--- src/rtl/seq_mult_pkg.sv ---
// Shared types and constants for the sequential shift-add multiplier.
package seq_mult_pkg;

  localparam int WIDTH_MIN = 2;
  localparam int WIDTH_MAX = 64;

  typedef enum logic [1:0] {
    IDLE = 2'd0,
    CALC = 2'd1,
    FIX  = 2'd2,
    DONE = 2'd3
  } state_t;

endpackage

--- src/rtl/seq_mult_addu.sv ---
// WIDTH-bit unsigned adder with carry-out, used for the add step of the multiplier.
module seq_mult_addu #(
  parameter int WIDTH = 32
) (
  input  logic [WIDTH-1:0] i_a,
  input  logic [WIDTH-1:0] i_b,
  output logic [WIDTH-1:0] o_sum,
  output logic             o_co
);

  assign {o_co, o_sum} = {1'b0, i_a} + {1'b0, i_b};

endmodule

--- src/rtl/seq_multiplier.sv ---
// Sequential shift-add WIDTH x WIDTH -> 2*WIDTH multiplier, signed or unsigned per operation.
// Optional data-dependent early exit: define SEQ_MULT_EARLY_EXIT_EN.
module seq_multiplier
  import seq_mult_pkg::*;
#(
  parameter int WIDTH = 32
) (
  input  logic               clk,
  input  logic               rst,
  input  logic               run,
  input  logic               sgn,
  input  logic [WIDTH-1:0]   mcand,
  input  logic [WIDTH-1:0]   mplier,
  output logic [2*WIDTH-1:0] prod,
  output logic               rdy,
  output logic               busy
);

  localparam int CNT_W = $clog2(WIDTH + 1);

  if (WIDTH < WIDTH_MIN || WIDTH > WIDTH_MAX) begin : g_bad_width
    $error("seq_multiplier: WIDTH out of range");
  end

  state_t             r_state;
  logic [2*WIDTH-1:0] r_prod;
  logic [WIDTH-1:0]   r_m;
  logic [CNT_W-1:0]   r_cnt;
  logic               r_neg;
  logic               r_rdy;
  logic               r_busy;

  logic [WIDTH-1:0]   w_mcand_mag;
  logic [WIDTH-1:0]   w_mplier_mag;
  logic [WIDTH-1:0]   w_sum;
  logic               w_co;
  logic [WIDTH:0]     w_hi_c;
  logic [2*WIDTH-1:0] w_calc_prod;
  logic [CNT_W-1:0]   w_cnt_nxt;
  logic               w_calc_last;

  seq_mult_addu #(.WIDTH(WIDTH)) u_addu (
    .i_a   (r_prod[2*WIDTH-1:WIDTH]),
    .i_b   (r_m),
    .o_sum (w_sum),
    .o_co  (w_co)
  );

`ifdef SEQ_MULT_EARLY_EXIT_EN
  // Mask selecting the multiplier bits not yet consumed (low r_cnt bits).
  logic [WIDTH:0]   w_one_sh;
  logic [WIDTH-1:0] w_mask;
  assign w_one_sh = (WIDTH + 1)'(1) << r_cnt;
  assign w_mask   = WIDTH'(w_one_sh - (WIDTH + 1)'(1));
`endif

  // NOTE: every always_comb output gets a default first so no path leaves it unassigned (no latch).
  always_comb begin
    w_mcand_mag  = (sgn && mcand[WIDTH-1])  ? -mcand  : mcand;
    w_mplier_mag = (sgn && mplier[WIDTH-1]) ? -mplier : mplier;
    w_hi_c       = r_prod[0] ? {w_co, w_sum} : {1'b0, r_prod[2*WIDTH-1:WIDTH]};
    w_calc_prod  = {w_hi_c, r_prod[WIDTH-1:1]};
    w_cnt_nxt    = r_cnt - CNT_W'(1);
    w_calc_last  = (r_cnt == CNT_W'(1));
`ifdef SEQ_MULT_EARLY_EXIT_EN
    if ((r_prod[WIDTH-1:0] & w_mask) == '0) begin
      w_calc_prod = r_prod >> r_cnt;
      w_cnt_nxt   = '0;
      w_calc_last = 1'b1;
    end
`endif
  end

  // NOTE: state registers use non-blocking assignments so all updates see pre-edge values.
  always_ff @(posedge clk or negedge rst) begin
    if (!rst) begin
      r_state <= IDLE;
      r_prod  <= '0;
      r_m     <= '0;
      r_cnt   <= '0;
      r_neg   <= 1'b0;
      r_rdy   <= 1'b0;
      r_busy  <= 1'b0;
    end else begin
      case (r_state)
        IDLE, DONE: begin
          if (run) begin
            r_m     <= w_mcand_mag;
            r_prod  <= {{WIDTH{1'b0}}, w_mplier_mag};
            r_neg   <= sgn & (mcand[WIDTH-1] ^ mplier[WIDTH-1]);
            r_cnt   <= CNT_W'(WIDTH);
            r_rdy   <= 1'b0;
            r_busy  <= 1'b1;
            r_state <= CALC;
          end
        end
        CALC: begin
          r_prod <= w_calc_prod;
          r_cnt  <= w_cnt_nxt;
          if (w_calc_last) begin
            if (r_neg) begin
              r_state <= FIX;
            end else begin
              r_state <= DONE;
              r_rdy   <= 1'b1;
              r_busy  <= 1'b0;
            end
          end
        end
        FIX: begin
          r_prod  <= -r_prod;
          r_state <= DONE;
          r_rdy   <= 1'b1;
          r_busy  <= 1'b0;
        end
        default: r_state <= IDLE;
      endcase
    end
  end

  assign prod = r_prod;
  assign rdy  = r_rdy;
  assign busy = r_busy;

endmodule

--- config.mk ---
export PLATFORM = sky130hd
export DESIGN_NAME = seq_multiplier
export DESIGN_NICKNAME = d
export VERILOG_FILES = /design/src/rtl/seq_mult_pkg.sv /design/src/rtl/seq_mult_addu.sv /design/src/rtl/seq_multiplier.sv
export SDC_FILE = /design/constraint.sdc
export NUM_CORES = 1
export LEC_CHECK = 0
export BUFFER_PORTS_ARGS = -buffer_cell sky130_fd_sc_hd__buf_4
export CORE_ASPECT_RATIO = 0.75
export CORE_MARGIN = 4
export CORE_UTILIZATION = 63
export CTS_CLUSTER_SIZE = 14
export DETAILED_ROUTE_END_ITERATION = 12
export GPL_TIMING_DRIVEN = 0
export PLACE_DENSITY = 0.9
export SLEW_MARGIN = 20
export SYNTH_ARGS = -nofsm -noshare
export SYNTH_HDL_FRONTEND = slang
export SYNTH_SLANG_ARGS = --single-unit
--- constraint.sdc ---
create_clock -name clk -period 4.3 [get_ports clk]
set_input_delay 0.215 -clock clk [delete_from_list [all_inputs] [get_ports clk]]
set_output_delay 0.215 -clock clk [all_outputs]
set_load 0.01 [all_outputs]
Word-level counts from Yosys, hierarchy flattened
Cells that the tools add are included.
- memory bits (writable): 0
- output and inout port bits: 66
- flip-flop bits (word level): 107
- word-level logic and storage cells: 49
- latch bits: 0
- ROM bits: 0
- memories kept: 0
- order comparisons: 0
- add/subtract/negate cells: 5
- divide/modulo/power cells: 0
- muxes and demuxes: 19
- reduce and logical (&&, ||, !) cells: 9
- shifts and indexed selects: 0
- $mul: 0
- bitwise operators: 2
- equality and inequality tests: 7
- operator list (operator ; count):
    $pmux 64 s3 ; 1
    $mux 32 ; 2
    $mux 64 ; 1
    $neg 32->32 ; 2
    $neg 64->64 ; 1
    $add 32x32->33 ; 1
    $mux 33 ; 1
    $pmux 6 s2 ; 1
    $mux 1 ; 7
    $eq 6x1->1 const B ; 1
    $mux 6 ; 1
    $ne 2x2->1 const B ; 3
    $pmux 1 s3 ; 2
    $pmux 2 s3 ; 1
    $reduce_and 2->1 ; 3
    $sub 6x1->6 const B ; 1
    $eq 2x2->1 const B ; 2
    $mux 2 ; 2
    $reduce_and 3->1 ; 1
    $eq 2x1->1 const B ; 1
    $logic_and 1x1->1 ; 2
    $logic_not 2->1 ; 1
    $reduce_bool 2->1 ; 1
    $reduce_or 2->1 ; 1
    other kinds (2) ; 2

Logic depth before layout (Yosys ltp)
Gate-level depths: netlist of run 1.
- word-level depth: 4
- gate-level depth with buffers: 12

By module
Synthesis of run 1 repeated with hierarchy kept, for this count alone.
- cells, all modules: 1167
- area, all modules: 9359.0 um^2
- modules (own cells, without submodules) (module ; area an instance (um^2) ; instances ; cells each ; sequential area each (um^2)):
    seq_multiplier ; 7693.6 ; 1 ; 927 ; 2677.6
    seq_mult_addu ; 1665.3 ; 1 ; 240 ; 0.0

Worst setup path after synthesis of run 1
OpenSTA, ideal clock, no wires.
- kind: register -> register
- start: register r_prod[0], in the netlist prod[0]
- end: register r_prod[52], in the netlist prod[52]
- arrival time: 2.853 ns
- slack: 1.316 ns
- clock period less this slack: 2.984 ns
- cell stages (with the launch flop): 13
- setup time: 0.130 ns
- path through: dfrtp_1 -> clkbuf_1 -> inv_1 -> ha_1 -> or4b_1 -> and4bb_4 -> nand3_4 -> nor3_4 -> nand3_2 -> or3_1 -> xor2_1 -> a222oi_1 -> o21ai_1
- longest elaborated chain between the ends: 2
- RTL lines (what ; line ; text):
    start, declared ; seq_multiplier.sv:26 ; logic [2*WIDTH-1:0] r_prod;
    start signal, assigned ; seq_multiplier.sv:89 ; r_prod <= {{WIDTH{1'b0}}, w_mplier_mag};
    start signal, assigned ; seq_multiplier.sv:98 ; r_prod <= w_calc_prod;
    start signal, assigned ; seq_multiplier.sv:111 ; r_prod <= -r_prod;
    $neg 64->64 or $mux 33 (tied branches) ; seq_multiplier.sv:111, seq_multiplier.sv:61 ;
    $pmux 64 s3 (*) ; seq_multiplier.sv:85 ; case (r_state)
Every way passes the cells marked *; elsewhere a longest branch is shown, timed or not.
A chain may end at the register's enable or synchronous reset.

Worst setup path after layout of run 1
Ends and elaborated chain as after synthesis.

==> results of run 1 <==
metrics by stage:
stage                     instances  power, mW
after CTS                      1472       7.72
after global routing           1472       8.42
after detailed placement       1456       6.71
after global placement         1456       6.56
after floorplan                1149       5.06
final                          1472       7.94
placed cells by master (no fill, tap or decap), types with 16 or more instances in the layout:
master    count
a21o_1       23
a21oi_1     110
a221oi_1     20
buf_4       131
clkbuf_1     55
dfrtp_1     107
ha_1         39
inv_1        34
nand2_1     113
nand3_1      19
nor2_1      117
nor3_1       47
nor4_1       16
o21ai_0     109
or3_1        18
xnor2_1      70
xor2_1       42
routing by layer:
metal  part of all wire [%]  global-route usage [%]  routed length [um]  vias up
li1                       -                       -                   -     4501
met1                     41                    52.2               12500     4721
met2                     42                    52.6               12800      741
met3                     14                    9.28                4280      116
met4                    3.6                    12.3                1090        0
met5                      0                       0                   0        -
how the worst min path moves through the flow:
stage	slack (ns)	depth (start not counted)	endpoint
5_1_grt	0.06	1	prod[7]
3_5_place_dp	0.42	1	prod[7]
4_1_cts	0.04	1	prod[7]
2_1_floorplan	-0.08	0	busy
3_3_place_gp	0.47	2	busy
6_report	-0.02	1	prod[7]
worst max-delay path: cells and delay by family, from the launching register on:
kind                     cells  cell delay [ns]
flip-flops                   1             0.40
XOR/XNOR                     1             0.15
AO/OA/AOI/OAI                2             0.51
AND/OR/NAND/NOR              6             1.85
buffers and inverters        2             0.66
adder cells (fa/ha/maj)      1             0.32
cells in the mapped netlist (all sizes together) (9+ instances only):
library cell	count	area share [%]
o21ai	115	6.4
clkbuf	55	2.3
nand2	113	4.7
xnor2	70	6.8
a222oi	12	1.3
inv	34	1.4
or3	18	1.3
nor4	16	1.1
a22oi	10	0.83
o22ai	9	0.63
mux2i	13	1.4
nor2	117	4.9
dfrtp	107	30
nor3	49	3.0
a21o	23	1.9
a21oi	110	6.1
a221oi	20	1.9
nand3	21	1.4
and3	11	0.76
nand2b	9	0.63
xor2	42	4.1
ha	39	5.4
area by class of cell:
cell class | count | area (um2) | area share, %
multi-input combinational | 949 | 5970 | 56.6
sequential | 107 | 2680 | 25.4
timing repair buffer | 132 | 995 | 9.42
clock buffer | 9 | 225 | 2.13
tap | 175 | 219 | 2.07
buffer | 58 | 218 | 2.06
inverter | 35 | 131 | 1.24
clock inverter | 7 | 121 | 1.15
registers in the layout, summed over array words and instances, names as in the netlist:
| register | cells |
|---|---|
| r_neg | 1 |
| r_cnt | 6 |
| r_m | 32 |
| rdy | 1 |
| prod | 64 |
| busy | 1 |
| r_state | 2 |
logic make-up after synthesis:
| family | Yosys count |
|---|---|
| buffers and inverters | 93 |
| multiplexers | 18 |
| XOR/XNOR | 112 |
| AND/OR/NAND/NOR | 401 |
| adder cells (fa/ha/maj) | 40 |
| AO/OA/AOI/OAI | 378 |
| flip-flops | 107 |
report_power, final:
part	switching, mW	internal [mW]	total, mW	leakage, nW
sequential	0.608	1.46	2.07	1.35
clock	0.418	0.575	0.993	0.170
combinational	3.03	1.86	4.88	3.07
==> summary.txt, run 1 <==
Final layout
  • Post-Layout Inst Area: 0.0106 mm2
  • Post-layout nets: 1,400
  • Area Growth Syn to Fin: 17.3%
  • Antenna cell count: 0
  • Final-layout fill cell count: between 1k and 1.5k
  • Util after Layout: 76.3%
  • Share of cells above drive strength 1: 12.7%

Timing
  • Fmax: 0.248 GHz
  • PnR worst setup slack: 0.272 ns
  • Clock Skew: ~0.011 ns
  • Period utilization: 93.7%
  • Hold Vio Cnt, Final: 7
  • Post-route setup TNS: 0 ns
  • Tmin final: just over 4 ns
  • Setup repair after global routing missed its margin: false
  • Fin Hold WS: -0.0197 ns
  • Final Max Tran Viols: 0
  • Final setup vio count: 0
  • Worst relative slew slack: approximately a third
  • Slew @ Worst Pin: 1.03 ns

Clock tree
  • Post-CTS sizing: 0
  • CTS tree: yes
  • Total CTS buffers: 9
  • Root Buffer Master: clkbuf_16
  • Post-CTS Hold Buffers: 0
  • Worst-Skew Late Latency: 0.36 ns
  • Num Clock Sinks: around 110
  • H-tree levels: 3
  • Clock Pin Slew Worst Setup and Hold Paths: 0.08 ns
  • Setup bufs post-CTS: 0
  • Max Root-Sink Buffers: 2

Power and ir drop
  • Leak pwr: 4.59 nW
  • PwrDens: 752 mW/mm2
  • IR drop worst, VDD: a little under 0.5 mV

Setup path
  • Crit Path Max Fanout: 8
  • Worst Setup SP: prod[0]
  • RR Startpoint: prod[0]
  • Crit. End Element: register
  • Largest stage delay, worst path: around 0.47 ns
  • FF-to-FF End: prod[52]
  • Req. time, crit path: 4.53 ns
  • Critical path destination: prod[52]
  • Arrival time at the worst endpoint: about 4.3 ns
  • Setup crit start kind: register
  • R2R cell count: 12
  • CP Cell Sequence: clkbuf_1, inv_1, ha_1, or4b_1, and4bb_4, nand3_4, nor3_4, nand3_2, or3_1, xor2_1, a222oi_1, o21ai_1
  • Critical path type: register to register
  • Worst path slowest cell: or4b_1
  • Flop-to-flop setup slack: 0.27 ns

Placement
  • Post-Place Worst Slack: between 0.5 and 0.6 ns
  • Hpwl dp: 22,600 um
  • Port bufs: 132
  • Dpl cell area: roughly 0.010 mm2
  • Gpl congestion: 0.983

Yosys
  • Synth Instances: 1,149
  • Syn_nets: between 1k and 1.5k
  • Area of the mapped netlist: between 0.008 and 0.009 mm2
  • Largest family of logic cells by synthesized area: compound AO/OA/AOI/OAI gates
  • Compound-gate portion of the synthesized area: about a quarter
  • Synth warn: 0
  • Post-synthesis xor/xnor area fraction: 10.9%
  • Adder-cell area share of the yosys netlist: 5.64%
  • EDFF count, synth: 0
  • Syn_area_per_cell: 7.83 um2
  • Synth Area in Simple Gates: a little over a fifth
  • Main flop type after synthesis: dfrtp_1
  • Yosys cell types: 67
  • Multiplexer share of the synthesized area: around 2.1%
  • Synthesized flop and latch total: 107
  • Sequential-to-total area share from yosys stat: 29.8%
  • Asr flop ratio synth: 100%

Floorplanning
  • Io pins: 134
  • Core Rows: 37
  • Die area: 0.0163 mm2
  • Initial core utilization: roughly two thirds
  • Die Height: about 110 um
  • Die W: 146 um
  • Core Region: 0.0138 mm2

Global route
  • Grt total ovfl: 0
  • Largest net degree at the start of global routing: approximately 110
  • Vias in the first global route: about 9k
  • GRT Total Usage: a little over a third
  • Global-route wire length before repair: about 48,000 um
  • Initial antenna violation count: 0

Route
  • Wire per inst: just over 20 um
  • 1st-pass router iterations: 12
  • Drt drc: 0
  • DRT iter0 DRCs: 1,455
  • Remaining antenna violation count: 0
  • Total Routed Length: 30,600 um
  • Mean number of vias per cell: 6.85
  • Via count: just over 10k

Run
  • MaxCap Viol Count: 0

Min path
  • Worst Hold Class: input pin to async pin

Outcome
  • Violated checks: negative hold slack
  • Status: finished, violations left
Note: power is estimated with default switching activity, not from simulation.
==> run 2, diff against run 1 <==
--- a/config.mk
+++ b/config.mk
@@ -6,13 +6,16 @@
 export NUM_CORES = 1
 export LEC_CHECK = 0
 export BUFFER_PORTS_ARGS = -buffer_cell sky130_fd_sc_hd__buf_4
+export CELL_PAD_IN_SITES_DETAIL_PLACEMENT = 1
+export CELL_PAD_IN_SITES_GLOBAL_PLACEMENT = 2
 export CORE_ASPECT_RATIO = 0.75
 export CORE_MARGIN = 4
-export CORE_UTILIZATION = 63
+export CORE_UTILIZATION = 37
 export CTS_CLUSTER_SIZE = 14
 export DETAILED_ROUTE_END_ITERATION = 12
-export GPL_TIMING_DRIVEN = 0
+export GPL_TIMING_DRIVEN = 1
 export PLACE_DENSITY = 0.9
+export SKIP_LAST_GASP = 1
 export SLEW_MARGIN = 20
 export SYNTH_ARGS = -nofsm -noshare
 export SYNTH_HDL_FRONTEND = slang
==> run 2 against run 1 <==
The flow now finishes without violations. Final cell count grew 8.3%. Register-to-register slack gained 0.50 ns. Worst setup slack gained 0.50 ns. Global-route usage shrank 12 points. Largest cell class unchanged. Critical path depth shrank 2. Flip-flop and latch count is the same. Non-clock buffer count shrank 34. Critical path type unchanged. Critical endpoint is now prod[60]. Clock skew grew 0.00094 ns. Clock-buffer cell count grew 3. Combinational power shrank 2%. Maximum frequency grew 14%. Routed wire length grew 6.4%.
==> summary.txt, run 2 (synthesis gave the netlist of run 1 again) <==
Final layout
  • Most common cell after layout, fill and taps aside: buf_4 (unchanged)
  • Share of cells above drive strength 1: 15.0% (was 12.7%)
  • Post-layout nets: 1,366 (was 1,400)
  • Antenna cell count: 0 (unchanged)
  • Largest register FFs: 64 (unchanged)
  • Area Growth Syn to Fin: 18.7% (was 17.3%)
  • Non-Filler Instances: 1,594 (was 1,472)
  • Util after Layout: 44.5% (was 76.3%)
  • Post-Layout Inst Area: 0.0107 mm2 (was 0.0106 mm2)
  • Highest-count cells in the layout ignoring fill and taps: buf_4, nor2_1, nand2_1 (unchanged)

Clock tree
  • Max Root-Sink Buffers: 2 (unchanged)
  • Total CTS buffers: 9 (unchanged)
  • Post-CTS Hold Buffers: 1 (was 0)
  • Root Buffer Master: clkbuf_16 (unchanged)
  • Worst-Skew Late Latency: 0.36 ns (about the same)
  • Post-CTS sizing: 0 (unchanged)
  • Num Clock Sinks: 107 (unchanged)
  • Clock Pin Slew Worst Setup and Hold Paths: 0.08 ns (about the same)
  • CTS tree: yes (unchanged)
  • Setup bufs post-CTS: 0 (unchanged)
  • H-tree levels: 3 (unchanged)

Floorplanning
  • Core Region: 0.0240 mm2 (was 0.0138 mm2)
  • Die W: 188 um (was 146 um)
  • Die area: 0.0269 mm2 (was 0.0163 mm2)
  • Initial core utilization: 37.5% (was 65.0%)
  • Core Rows: 49 (was 37)
  • Die Height: 143 um (was 112 um)
  • Io pins: 134 (unchanged)

Route
  • Mean number of vias per cell: 5.85 (was 6.85)
  • Total Routed Length: 32,600 um (was 30,600 um)
  • Drt drc: 0 (unchanged)
  • Wire per inst: 20.4 um (was 20.8 um)
  • DRT iter0 DRCs: 876 (was 1,455)
  • 1st-pass router iterations: 5 (was 12)
  • Via count: 9,322 (was 10.1k)
  • Remaining antenna violation count: 0 (unchanged)

Placement
  • Post-Place Worst Slack: 0.868 ns (was 0.518 ns)
  • # placed instances: 1,577 (was 1,456)
  • Gpl congestion: 0.862 (was 0.983)
  • Hpwl dp: 24,400 um (was 22,600 um)
  • Dpl cell area: 0.0104 mm2 (was 0.0102 mm2)
  • Port bufs: 133 (was 132)

Setup path
  • Setup crit start kind: register (unchanged)
  • Arrival time at the worst endpoint: 3.75 ns (was 4.26 ns)
  • Req. time, crit path: 4.52 ns (was 4.53 ns)
  • Crit. End Element: register (unchanged)
  • Crit Path Max Fanout: 6 (was 8)
  • Critical path type: register to register (unchanged)

Run
  • MaxCap Viol Count: 0 (unchanged)

Global route
  • GR peak layer: met2 (unchanged)
  • Initial antenna violation count: 0 (unchanged)
  • Met3 Use GR: 3.47% (was 9.28%)
  • Grt total ovfl: 0 (unchanged)
  • Global-route wire length before repair: 52,100 um (was 47,700 um)
  • Met2 Usage GRT: 39.7% (was 52.6%)
  • Vias in the first global route: 9,371 (was 9,005)
  • GRT Total Usage: 23.9% (was 36.0%)
  • Largest net degree at the start of global routing: 70 (was 108)
  • M1 GR Usage: 34.1% (was 52.2%)

Outcome
  • Status: completed (was finished, violations left)

Power and ir drop
  • Total power draw: 7.72 mW (was 7.94 mW)
  • IR drop worst, VDD: 0.389 mV (was 0.483 mV)
  • Sw Ratio: 50.4% (was 51.0%)
  • Leak pwr: 4.60 nW (was 4.59 nW)
  • Combinational share of power: 61.9% (was 61.5%)
  • Clock share of power: 11.4% (was 12.5%)
  • Net Sw Power: 3.89 mW (was 4.05 mW)
  • Pint: 3.83 mW (was 3.89 mW)
  • PwrDens: 723 mW/mm2 (was 752 mW/mm2)
  • Flop pwr share: 26.6% (was 26.0%)

Timing
  • Worst relative slew slack: 31.9% (was 31.5%)
  • Post-route setup TNS: 0 ns (unchanged)
  • Hold Vio Cnt, Final: 0 (was 7)
  • Final setup vio count: 0 (unchanged)
  • Clock Skew: 0.0123 ns (was 0.0114 ns)
  • Tmin final: 3.52 ns (was 4.03 ns)
  • Slew @ Worst Pin: 0.995 ns (was 1.03 ns)
  • Final Max Tran Viols: 0 (unchanged)
  • Period utilization: 81.9% (was 93.7%)
  • Fmax: 0.284 GHz (was 0.248 GHz)
  • PnR worst setup slack: 0.777 ns (was 0.272 ns)
  • Setup repair after global routing missed its margin: false (unchanged)
  • Fin Hold WS: 0.150 ns (was -0.0197 ns)

Min path
  • Worst Hold Class: input pin to register (was input pin to async pin)
## run 2: power groups by stage
stage,logic (mW),clock network (mW),registers (mW)
finish,4.78,0.884,2.06
global route,5.32,0.940,2.13
CTS,4.77,0.903,2.05
detailed placement,4.73,0,2.06
global placement,4.63,0,2.05
floorplan,3.08,0,1.98
## run 2: path summary, 6_finish.rpt
check	end	cells after the start	from	slack, ns
setup / recovery	prod[60]	10	prod[0]	0.78
hold / removal	r_m[18]	3	mcand[18]	0.15
setup reg to reg	prod[60]	10	prod[0]	0.78
hold reg to reg	r_m[15]	2	r_m[15]	0.48
max in group asynchronous	prod[12]	3	rst	2.86
min in group asynchronous	prod[5]	2	rst	0.47
## run 2: worst max-delay path, stage by stage, from the launching register on
cell	delay (ns)
dfrtp_1	0.39
inv_1	0.28
ha_1	0.32
or4b_1	0.47
and4bb_4	0.42
nand4_1	0.39
or2_2	0.49
o21ai_0	0.16
nor2_1	0.05
a221oi_1	0.26
o21ai_0	0.14
## run 2: cell type report
cell class,instances,area (um2)
tap,331,414
clock inverter,4,50.0
multi-input combinational,949,5990
timing repair buffer,156,1170
sequential,107,2680
fill,2928,13300
clock buffer,12,246
inverter,35,131
## run 2: metal layers
| layer | part of all wire (%) | wire length, um |
|---|---|---|
| met1 | 48 | 15500 |
| met2 | 47 | 15300 |
| met3 | 4.8 | 1560 |
| met4 | 0.65 | 213 |
| met5 | 0 | 0 |
